==> config.mk <==
export PLATFORM = sky130hd
export DESIGN_NAME = dispatch_scoreboard
export DESIGN_NICKNAME = d
export VERILOG_FILES = /design/src/rtl/datapath_pkg.sv /design/src/rtl/sb_busy_table.sv /design/src/rtl/dispatch_scoreboard.sv
export SDC_FILE = /design/constraint.sdc
export NUM_CORES = 1
export LEC_CHECK = 0
export CAP_MARGIN = 0
export CORE_MARGIN = 2
export CORE_UTILIZATION = 54
export DETAILED_ROUTE_END_ITERATION = 8
export PLACE_DENSITY = 0.81
export SLEW_MARGIN = 0
export SYNTH_ARGS = -nofsm -noshare
export SYNTH_HDL_FRONTEND = slang
export SYNTH_HIERARCHICAL = 1
export SYNTH_SLANG_ARGS = --single-unit
==> constraint.sdc <==
create_clock -name CLK -period 3.67 [get_ports CLK]
set_input_delay 0.5505 -clock CLK [delete_from_list [all_inputs] [get_ports CLK]]
set_output_delay 0.5505 -clock CLK [all_outputs]
set_load 0.1 [all_outputs]
==> src/rtl/datapath_pkg.sv <==
// Shared types and sizing constants for the dispatch scoreboard slice.
package datapath_pkg;
  typedef enum logic [1:0] {
    FU_S_T = 2'd0,
    FU_M_T = 2'd1,
    FU_G_T = 2'd2
  } fu_type_t;

  localparam int NSREG    = 32;
  localparam int NMREG    = 16;
  localparam int GEMM_MAX = 2;
endpackage

==> src/rtl/sb_busy_table.sv <==
// One-bit-per-register busy table; a set and a clear hitting the same bit resolve to set.
module sb_busy_table #(
  parameter int W  = 32,
  parameter int IW = 5
) (
  input  logic          CLK,
  input  logic          RST,
  input  logic          i_set,
  input  logic [IW-1:0] i_set_idx,
  input  logic          i_clr,
  input  logic [IW-1:0] i_clr_idx,
  output logic [W-1:0]  o_busy
);
  logic [W-1:0] r_busy;

  genvar gi;
  generate
    for (gi = 0; gi < W; gi++) begin : g_bit
      always_ff @(posedge CLK or posedge RST) begin
        if (RST)
          r_busy[gi] <= 1'b0;
        else if (i_set && (i_set_idx == IW'(gi)))
          r_busy[gi] <= 1'b1;
        else if (i_clr && (i_clr_idx == IW'(gi)))
          r_busy[gi] <= 1'b0;
      end
    end
  endgenerate

  assign o_busy = r_busy;
endmodule

==> src/rtl/dispatch_scoreboard.sv <==
// In-order dispatch gate: blocks on RAW/WAW against registered busy tables,
// unit readiness and the outstanding-GEMM limit.
module dispatch_scoreboard
  import datapath_pkg::*;
#(
  parameter int NSREG    = datapath_pkg::NSREG,
  parameter int NMREG    = datapath_pkg::NMREG,
  parameter int GEMM_MAX = datapath_pkg::GEMM_MAX
) (
  input  logic        CLK,
  input  logic        RST,
  input  logic        d_valid,
  input  fu_type_t    d_fu_t,
  input  logic [4:0]  d_s_rs1,
  input  logic [4:0]  d_s_rs2,
  input  logic [4:0]  d_s_rd,
  input  logic        d_s_reg_write,
  input  logic [3:0]  d_m_rs1,
  input  logic [3:0]  d_m_rs2,
  input  logic [3:0]  d_m_rs3,
  input  logic [3:0]  d_m_rd,
  input  logic [2:0]  d_m_use,
  input  logic        d_m_reg_write,
  input  logic        s_fu_ready,
  input  logic        m_fu_ready,
  input  logic        s_wb_valid,
  input  logic [4:0]  s_wb_rd,
  input  logic        m_wb_valid,
  input  logic [3:0]  m_wb_rd,
  input  logic        g_done,
  output logic        d_ready,
  output logic        issue_s,
  output logic        issue_m,
  output logic        issue_g,
  output logic [31:0] stall_cnt
);
  localparam int GW = $clog2(GEMM_MAX + 1);

  logic [NSREG-1:0] w_s_busy;
  logic [NMREG-1:0] w_m_busy;
  logic [GW-1:0]    r_gemm_cnt;
  logic [31:0]      r_stall_cnt;
  logic             w_s_src_haz, w_m_src_haz, w_waw, w_unit_ok, w_fire, w_g_dec;

  // GEMMs have no scalar operands; loads/stores read base and stride.
  assign w_s_src_haz = (d_fu_t != FU_G_T) &&
                       (((d_s_rs1 != 5'd0) && w_s_busy[d_s_rs1]) ||
                        ((d_s_rs2 != 5'd0) && w_s_busy[d_s_rs2]));
  assign w_m_src_haz = (d_m_use[0] && w_m_busy[d_m_rs1]) ||
                       (d_m_use[1] && w_m_busy[d_m_rs2]) ||
                       (d_m_use[2] && w_m_busy[d_m_rs3]);
  assign w_waw = (d_s_reg_write && (d_s_rd != 5'd0) && w_s_busy[d_s_rd]) ||
                 (d_m_reg_write && w_m_busy[d_m_rd]);

  always_comb begin
    w_unit_ok = 1'b0;
    case (d_fu_t)
      FU_S_T:  w_unit_ok = s_fu_ready;
      FU_M_T:  w_unit_ok = m_fu_ready;
      FU_G_T:  w_unit_ok = (r_gemm_cnt < GW'(GEMM_MAX));
      default: w_unit_ok = 1'b0;
    endcase
  end

  assign d_ready   = !w_s_src_haz && !w_m_src_haz && !w_waw && w_unit_ok;
  assign w_fire    = d_valid && d_ready;
  assign issue_s   = w_fire && (d_fu_t == FU_S_T);
  assign issue_m   = w_fire && (d_fu_t == FU_M_T);
  assign issue_g   = w_fire && (d_fu_t == FU_G_T);
  assign w_g_dec   = g_done && (r_gemm_cnt != '0);
  assign stall_cnt = r_stall_cnt;

  sb_busy_table #(.W(NSREG), .IW(5)) u_s_table (
    .CLK      (CLK),
    .RST      (RST),
    .i_set    (w_fire && d_s_reg_write && (d_s_rd != 5'd0)),
    .i_set_idx(d_s_rd),
    .i_clr    (s_wb_valid),
    .i_clr_idx(s_wb_rd),
    .o_busy   (w_s_busy)
  );

  sb_busy_table #(.W(NMREG), .IW(4)) u_m_table (
    .CLK      (CLK),
    .RST      (RST),
    .i_set    (w_fire && d_m_reg_write),
    .i_set_idx(d_m_rd),
    .i_clr    (m_wb_valid),
    .i_clr_idx(m_wb_rd),
    .o_busy   (w_m_busy)
  );

  always_ff @(posedge CLK or posedge RST) begin
    if (RST) begin
      r_gemm_cnt  <= '0;
      r_stall_cnt <= '0;
    end else begin
      if (issue_g && !w_g_dec)
        r_gemm_cnt <= r_gemm_cnt + 1'b1;
      else if (w_g_dec && !issue_g)
        r_gemm_cnt <= r_gemm_cnt - 1'b1;
      if (d_valid && !d_ready && (r_stall_cnt != 32'hFFFF_FFFF))
        r_stall_cnt <= r_stall_cnt + 32'd1;
    end
  end
endmodule
; Word level (Yosys, flattened, before mapping)
; Cells that the tools add are included.
[totals]
regBits = 82
in_bits = 55
[op_classes]
eq_ne = 96
n_mux = 113
add_sub_neg = 3
magnitude_cmp = 8
n_reduce_logical = 188
[ops]
columns = operator, n
row1 = $eq 5x5->1 const B, 32
row2 = $logic_and 1x1->1, 120
row3 = $mux 1, 103
row4 = $reduce_bool 2->1, 50
row5 = $eq 5x4->1 const B, 16
row6 = $eq 4x4->1 const B, 16
row7 = $eq 5x3->1 const B, 8
row8 = $add 32x1->32 const B, 1
row9 = $eq 4x3->1 const B, 8
row10 = $ne 32x32->1 const B, 1
row11 = $eq 5x2->1 const B, 4
row12 = $lt 4x5->1 const B, 4
row13 = $lt 5x6->1 const B, 3
row14 = $bmux 1 s4, 4
row15 = $eq 4x2->1 const B, 4
row16 = $bmux 1 s5, 3
row17 = $reduce_bool 5->1, 3
row18 = $eq 5x1->1 const B, 2
row19 = $logic_not 5->1, 2
row20 = $eq 4x1->1 const B, 2
row21 = $logic_not 4->1, 2
row22 = $logic_not 1->1, 6
row23 = $logic_or 1x1->1, 4
row24 = $mux 2, 2
row25 = other kinds (8), 8

; Longest topological paths before layout
; Gate-level depths: netlist of the first run.
[depth]
word_depth = 15
depth_mapped = 15

; Hierarchy
; The synthesis of the first run kept the hierarchy.
[by_module_without_submodules]
columns = mod, cells_per_inst, n_inst, area_each_um2
row1 = dispatch_scoreboard, 292, 1, 3245.6
row2 = sb_busy_table at u_s_table, 130, 1, 1332.5
row3 = sb_busy_table at u_m_table, 67, 1, 675.6

; Worst setup path after synthesis of the first run
; No wires, ideal clock.
[synth_path]
kind = input port to output port
from = input port d_s_rd[0]
to = output port issue_s
arrival_ns = 4.565
path_slack_ns = -1.446
required_ns = 3.119
cell_stages = 10
path_cell_list = buf_2 -> mux4_2 -> nand2b_1 -> a211o_1 -> o2111ai_1 -> o2111a_1 -> and2_1 -> buf_6 -> nand2_4 -> nor3_1
[synth_via]
elab_chain_cells = 9
word_cells_on_any_way = 11
cone_classes = mux (2) / reduce/logical (9)
[synth_lines]
columns = element, line
row1 = start: declaration, dispatch_scoreboard.sv:16  ; input logic [4:0] d_s_rd,
row2 = $bmux 1 s5 / $reduce_bool 5->1 (equally long branches), dispatch_scoreboard.sv:52  ; assign w_waw = (d_s_reg_write && (d_s_rd != 5'd0) && w_s_busy[d_s_rd]) ||
row3 = $mux 1 (not written as such) / $logic_and 1x1->1 (equally long branches), dispatch_scoreboard.sv:52
row4 = $logic_and 1x1->1 *, dispatch_scoreboard.sv:52
row5 = $logic_or 1x1->1 *, dispatch_scoreboard.sv:52
row6 = $logic_not 1->1 *, dispatch_scoreboard.sv:65  ; assign d_ready = !w_s_src_haz && !w_m_src_haz && !w_waw && w_unit_ok;
row7 = $logic_and 1x1->1 * (2 in series), dispatch_scoreboard.sv:65
row8 = net d_ready, dispatch_scoreboard.sv:31  ; output logic d_ready,
row9 = $logic_and 1x1->1 *, dispatch_scoreboard.sv:66  ; assign w_fire = d_valid && d_ready;
row10 = $logic_and 1x1->1 *, dispatch_scoreboard.sv:67  ; assign issue_s = w_fire && (d_fu_t == FU_S_T);
row11 = end: declaration, dispatch_scoreboard.sv:32  ; output logic issue_s,
; Mark *: on every way through the listed nets, which the timed path passes. The rest lies on a longest branch. The select of a mux whose other input is x is not followed.

; Worst setup path after layout of the first run
[layout_path]
from = input port d_s_rs1[0]
to = output port issue_m
[layout_via]
elab_chain_cells = 11
word_cells_on_any_way = 12
cone_classes = mux (2) / reduce/logical (10)
[layout_lines]
columns = element, line
row1 = start: declaration, dispatch_scoreboard.sv:14  ; input logic [4:0] d_s_rs1,
row2 = $bmux 1 s5, dispatch_scoreboard.sv:47  ; (((d_s_rs1 != 5'd0) && w_s_busy[d_s_rs1]) ||
row3 = $mux 1 (not written as such), dispatch_scoreboard.sv:47
row4 = $logic_and 1x1->1 *, dispatch_scoreboard.sv:47
row5 = $logic_or 1x1->1 *, dispatch_scoreboard.sv:47
row6 = $logic_and 1x1->1 *, dispatch_scoreboard.sv:46  ; assign w_s_src_haz = (d_fu_t != FU_G_T) &&
row7 = $logic_not 1->1 *, dispatch_scoreboard.sv:65
row8 = $logic_and 1x1->1 * (3 in series), dispatch_scoreboard.sv:65
row9 = $logic_and 1x1->1 *, dispatch_scoreboard.sv:66
row10 = $logic_and 1x1->1 *, dispatch_scoreboard.sv:68  ; assign issue_m = w_fire && (d_fu_t == FU_M_T);
row11 = end: declaration, dispatch_scoreboard.sv:33  ; output logic issue_m,
; Every way passes the cells marked *; elsewhere a longest branch is shown, timed or not. The select of a mux whose other input is x is not followed.

==> results of run 1 <==
==> cell families (layout without fill, tap and decap cells) <==
kind of cell / after synthesis / after routing / share of synthesized area, %
DFF: 82 / 82 / 39.1
muxes: 59 / 59 / 19.1
adders and majority gates: 2 / 2 / 0.476
and+or+nand+nor: 166 / 166 / 19.6
AOI/OAI and AO/OA: 121 / 121 / 13.3
xor gates and xnor gates: 34 / 34 / 5.67
buffers and inverters: 25 / 137 / 2.74
==> state kept, by name, summed over array words and instances, names as in the netlist <==
signal	flops
stall_cnt	32
u_s_table/o_busy	32
r_gemm_cnt	2
u_m_table/o_busy	16
==> cell usage in the layout (no fill, tap or decap), drive strengths merged, types with 13 or more instances in the layout <==
cell and instances:
buf 27, clkdlybuf4s50 80, dfrtp 82, inv 13
mux2i 24, mux4 32, nand2 26, nand2b 13
nand3 29, nand4 13, nor2 17, o21ai 99
xnor2 14, xor2 20
==> per-layer routing <==
| metal | track usage [%] | up-vias |
|---|---|---|
| met2 | 46.8 | 281 |
| met4 | 12.6 | 0 |
| met5 | 0 | - |
| met3 | 6.03 | 60 |
| met1 | 37.7 | 2310 |
| li1 | - | 2096 |
==> repair_timing <==
item / 4_1_cts / 5_1_grt
pin swaps: 6 / 5
setup buffers: 1 / 0
endpoints found under the setup margin: 2 / 4
gates resized for setup: 7 / 7
endpoints found under the hold margin: 0 / 0
==> cell usage after synthesis, drive strengths merged, types with 2 or more instances <==
library cell,number,area [µm²]
a2111oi,2,23.8
a211o,3,35.0
a21oi,4,23.8
a22oi,2,15.0
and2,2,12.5
and3,9,56.3
and4,6,52.6
buf,11,90.1
clkbuf,6,23.8
dfrtp,82,2050
ha,2,25.0
inv,8,30.0
mux2,3,33.8
mux2i,24,240
mux4,32,732
nand2,26,105
nand2b,13,81.3
nand3,29,145
nand3b,10,75.1
nand4,13,81.3
nand4b,3,26.3
nand4bb,3,33.8
nor2,17,111
nor2b,9,63.8
nor3,10,55.1
nor3b,2,20.0
nor4,3,18.8
o21ai,99,495
o31ai,2,28.8
o32ai,2,17.5
or2,5,31.3
or3b,2,20.0
xnor2,14,123
xor2,20,175
==> how the worst max path moves through the flow <==
stage / to / slack [ps]
finish: issue_m / 110
CTS: issue_m / 8
floorplan: issue_m / -80
global placement: issue_m / -10
detailed placement: issue_m / -80
global route: issue_m / 10
==> stage by stage <==
step	utilization [%]	power, mW	area, µm²	setup TNS, ps	setup slack [ps]
2_1_floorplan	-	1.84	5340	-82.7	-82.7
3_3_place_gp	69.5	2.14	6480	-9.88	-9.88
3_5_place_dp	69.5	2.17	6480	-103	-84.1
4_1_cts	72.2	2.94	6740	0	7.66
5_1_grt	72.4	3.06	6750	0	12.0
6_report	72.4	2.93	6750	0	110
==> worst reg2reg max path, cell delays in order, from the launching register on <==
cell	delay [ps]
sky130_fd_sc_hd__dfrtp_1	450
sky130_fd_sc_hd__mux4_2	490
sky130_fd_sc_hd__nor2b_1	140
sky130_fd_sc_hd__a211o_1	270
sky130_fd_sc_hd__a32oi_1	190
sky130_fd_sc_hd__o2111a_1	230
sky130_fd_sc_hd__and2_4	180
sky130_fd_sc_hd__nand2_8	70
sky130_fd_sc_hd__buf_4	150
sky130_fd_sc_hd__nor2_1	140
sky130_fd_sc_hd__nor2b_1	260
sky130_fd_sc_hd__nand3_1	190
sky130_fd_sc_hd__o21ai_1	190
==> layout make-up <==
type | instances | area [µm²]
clock buffers | 9 | 124
inverters | 8 | 30.0
repair buffers | 113 | 1140
clock inverters | 7 | 106
multi-input cells | 382 | 3140
flip-flops and latches | 82 | 2050
well taps | 129 | 161
fillers | 665 | 2570
==> report_power, final <==
part	internal, mW	total, mW	leakage [nW]	switching, mW
clock network	0.398	0.766	0.117	0.368
logic	0.354	1.01	1.51	0.660
registers	1.01	1.15	1.09	0.145
==> impl_metrics.toml, run 1 <==
[status]
result_of_the_run = "completed"

[worst_setup_path]
worstSetupPathDepth = 9
critPathSlowestCell = "sky130_fd_sc_hd__clkdlybuf4s50_1"
critical_path.reg2reg.startpoint = "u_m_table/o_busy[3]$_DFFE_PP0P_"
critical_setup_path_class = "input port to primary output"
start_point_of_the_critical_path = "d_s_rs1[0]"
endpoint_kind = "primary output"
reg2reg_slack_ps = 620
critical_path.n_buffers_inverters = 2
cp_top_family = "buffers and inverters"
worst_r2r_endpoint = "u_s_table/o_busy[22]$_DFFE_PP0P_"
wp_data_required_ps = 3120
crit_fanout = 4
arrival_time_worst_endpoint_ps = 3010
critical_path.max_stage_delay_ps = 560
worst_r2r_path_depth = 12
cp_cell_sequence = "clkdlybuf4s50_1, mux4_2, mux2i_1, o311ai_1, o31ai_4, and2_4, nand2_8, nor3b_4, buf_12"
timing.critical_path.from_type = "input port"

[timing]
min_period_over_period_pct = 97.0
post-route-min-period_ps = 3560
setup_repair_after_global_routing_missed_its_margin = "false"
holdWs_ps = 491
achievable-frequency_mhz = 281
final-hold-violation-count = 0
final_max_slew_viol_count = 0
report.final.setup_viol = 0
max_slew_margin_pct = 19.8
clock-skew-final_ps = 15.9
worstMarginPinSlew_ps = 1200

[yosys]
mappedNetlistArea_um2 = 5250
yosys_register_bits = 82
yosys.cell_types.count = 65
netlist_instances = 489
async_flop_share_pct = 100
synth_nets = 546
synth.avg_cell_area_um2 = 10.7
ys.flop_type = "sky130_fd_sc_hd__dfrtp_1"
synth_enable_flop_cells = 0
synth_sequential_area_ratio_pct = 39.1
ys_warn_count = 6

[place]
port_buffers = 90
detailed_placement_hpwl_um = 10900
placed_cells = 713
gp_routability_congestion = 1.01

[cts]
cts_buffers = 9
cts_tree = "built"
worst_skew_pair.late_latency_ps = 360
htree_levels = 3
cts.hold.buffers_added = 0
clkSinkCount = 82
clockRootBuffer = "sky130_fd_sc_hd__clkbuf_8"
clk_path_buf_depth = 2
worst_setup_hold_path_clk_slew_ps = 100

[drt]
detail_route.vias_per_cell = 6.50
routed-via-count = 4747
remaining_antenna_violation_count_after_routing = 0
routed_wire_length_per_instance_um = 19.6
first_pass_iters = 5
met1Wirelength_um = 5610
wl_um = 14300
post-route-drc-count = 0
drt_iter0_markers = 254
highest_signal_layer_in_the_routed_design = "met4"
wl_met2_um = 6920
met3WireLength_um = 1290

[grt]
antenna_found_initial = 0
grt_overflow = 0
grt_pass1_vias = 4768
groute.usage.overall_pct = 28.8
wire_length_of_the_first_global_routing_pass_um = 23300
grt_start_max_net_pins = 35

[floorplan]
core_box_area_um2 = 9330
floorplan.die_area_um2 = 10500
dieHeight_um = 103
placement_rows = 35
floorplan.initialDensity_pct = 56.3
top_level_port_count = 91
chipWidth_um = 103

[layout]
antenna_cells = 0
drive_above_1_share_pct = 17.5
finalNetCount = 653
area_growth_syn_to_layout_pct = 28.6
count_of_non_filler_cells_in_the_finished_layout = 730

[worst_hold_path]
holdCritPathClass = "flop to flop"
min_delay_worst_endpoint = "stall_cnt[19]$_DFFE_PP0P_"
hold_path_depth = 1
min_delay_startpoint = "stall_cnt[19]$_DFFE_PP0P_"

[job]
maxCapViolations = 0

[power]
vdd_drop_max_v = 0.000264
power_density_nw_per_um2 = 434
power_leakage_nw = 2.72
Note: power is estimated with default switching activity, not from simulation.
==> run 2: changes to the inputs <==
Settings changed: PLACE_DENSITY 0.81 to 0.88.
==> run 2 against run 1 <==
Compared with the run above:
- hold slack improved by 3.9 ps
- non-clock buffer count decreased by 2
- clock power decreased by 0.8%
- largest cell class unchanged
- clock skew decreased by 6.6 ps
- highest routed layer unchanged
- largest power group unchanged
==> impl_metrics.toml, run 2 (same netlist as run 1, synthesis figures left out) <==
[layout]
multi_input_area_um2 = 3120
fillCellCount = 657
ff_latch_area_um2 = 2050
count_of_non_filler_cells_in_the_finished_layout = 728
mostFrequentLayoutCell = "sky130_fd_sc_hd__dfrtp_1"
drive_above_1_share_pct = 16.9
antenna_cells = 0
area_growth_syn_to_layout_pct = 28.1
finalNetCount = 651
layout_common_cells = "82 x sky130_fd_sc_hd__dfrtp_1, 77 x sky130_fd_sc_hd__clkdlybuf4s50_1, 50 x sky130_fd_sc_hd__o21ai_0, 49 x sky130_fd_sc_hd__o21ai_1, 30 x sky130_fd_sc_hd__mux4_2"

[worst_setup_path]
crit_fanout = 5
arrival_time_worst_endpoint_ps = 2950
worst_r2r_path_depth = 11
endpoint_kind = "primary output"
wp_data_required_ps = 3120
timing.critical_path.from_type = "input port"
critical_setup_path_class = "input port to primary output"

[drt]
wl_um = 14400
routed-via-count = 4690
remaining_antenna_violation_count_after_routing = 0
post-route-drc-count = 0
drt_iter0_markers = 363
first_pass_iters = 5
routed_wire_length_per_instance_um = 19.8
detail_route.vias_per_cell = 6.44

[timing]
max_slew_margin_pct = 22.7
min_period_over_period_pct = 95.3
achievable-frequency_mhz = 286
report.final.setup_viol = 0
final_max_slew_viol_count = 0
final-hold-violation-count = 0
clock-skew-final_ps = 9.32
post-route-min-period_ps = 3500
worstMarginPinSlew_ps = 1160
setup_repair_after_global_routing_missed_its_margin = "false"

[floorplan]
dieHeight_um = 103
core_box_area_um2 = 9330
placement_rows = 35
top_level_port_count = 91
chipWidth_um = 103
floorplan.die_area_um2 = 10500
floorplan.initialDensity_pct = 56.3

[grt]
grt_pass1_vias = 4549
wire_length_of_the_first_global_routing_pass_um = 22600
antenna_found_initial = 0
grt_overflow = 0
grt_start_max_net_pins = 35
groute.usage.overall_pct = 28.0

[power]
power_leakage_nw = 2.73
vdd_drop_max_v = 0.000217
post_layout_power_mw = 2.92
power_density_nw_per_um2 = 434

[status]
result_of_the_run = "completed"

[cts]
clkSinkCount = 82
worst_setup_hold_path_clk_slew_ps = 90
cts_tree = "built"
cts_buffers = 9
clk_path_buf_depth = 2
clockRootBuffer = "sky130_fd_sc_hd__clkbuf_8"
htree_levels = 3
worst_skew_pair.late_latency_ps = 360

[worst_hold_path]
hold_path_depth = 1
holdCritPathClass = "flop to flop"

[job]
maxCapViolations = 0

[place]
detailed_placement_hpwl_um = 10900
port_buffers = 90
placed_cells = 709
gp_routability_congestion = 0.988
[run 2: stage by stage]
| step | util [%] | TNS (ps) | setup WS [ps] | cell area [µm²] | hold slack, ps |
|---|---|---|---|---|---|
| final | 72.2 | 0 | 171 | 6730 | 495 |
| after global routing | 72.2 | 0 | 24.2 | 6730 | 524 |
| after CTS | 71.8 | 0 | 1.18 | 6690 | 499 |
| after detailed placement | 69.3 | -246 | -59.1 | 6460 | 488 |
| after global placement | 69.3 | 0 | 2.05 | 6460 | 477 |
| after floorplan | - | -82.7 | -82.7 | 5340 | 458 |
[run 2: layout make-up]
| class | instances | share of cell area (%) |
|---|---|---|
| Multi-Input combinational cell | 382 | 46.4 |
| Timing Repair Buffer | 111 | 16.9 |
| Clock inverter | 7 | 1.56 |
| Clock buffer | 9 | 1.84 |
| Tap cell | 129 | 2.40 |
| Sequential cell | 82 | 30.5 |
| Inverter | 8 | 0.446 |
[run 2: path summary, 6_finish.rpt]
kind | startpoint | endpoint | slack (ps)
worst max-delay path | d_s_rs2[3] | issue_m | 170
worst min-delay path | stall_cnt[19]$_DFFE_PP0P_ | stall_cnt[19]$_DFFE_PP0P_ | 500
max in group asynchronous | RST | u_s_table/o_busy[0]$_DFFE_PP0P_ | 2080
worst min register to register | stall_cnt[19]$_DFFE_PP0P_ | stall_cnt[19]$_DFFE_PP0P_ | 500
worst max register to register | u_m_table/o_busy[0]$_DFFE_PP0P_ | u_s_table/o_busy[20]$_DFFE_PP0P_ | 670
min in group asynchronous | RST | u_m_table/o_busy[6]$_DFFE_PP0P_ | 660
[run 2: routing by layer]
metal  GRT usage (%)  part of all wire, %  routed length [µm]  vias up
met3            5.76                   10                1450       48
met5               0                    0                   0        -
met2            46.2                   48                6980      296
li1                -                    -                   -     2070
met4            10.8                  2.9                 415        0
met1            36.7                   39                5550     2276
[run 2: critical path: stages]
cell and delay, ps:
sky130_fd_sc_hd__clkdlybuf4s50_1 590, sky130_fd_sc_hd__mux4_2 340, sky130_fd_sc_hd__mux2_4 270, sky130_fd_sc_hd__nor3b_2 200, sky130_fd_sc_hd__nor4_2 90, sky130_fd_sc_hd__o31ai_4 190, sky130_fd_sc_hd__and2_4 210, sky130_fd_sc_hd__nand2_8 70
sky130_fd_sc_hd__nor3b_4 230, sky130_fd_sc_hd__buf_12 200
[run 2: timing repair]
item / CTS / global route
endpoints found under the hold margin: 0 / 0
pin swaps: 0 / 3
hold buffers: 0 / 0
setup endpoints to repair: 2 / 3
gates cloned: 0 / 0
resized for setup: 5 / 8
setup buffers: 0 / 3
[run 2: power breakdown]
part           leakage, nW  internal, mW  switching [mW]  total [mW]
sequential            1.09          1.01           0.141        1.15
combinational         1.53         0.352           0.659        1.01
clock                0.113         0.395           0.365       0.760
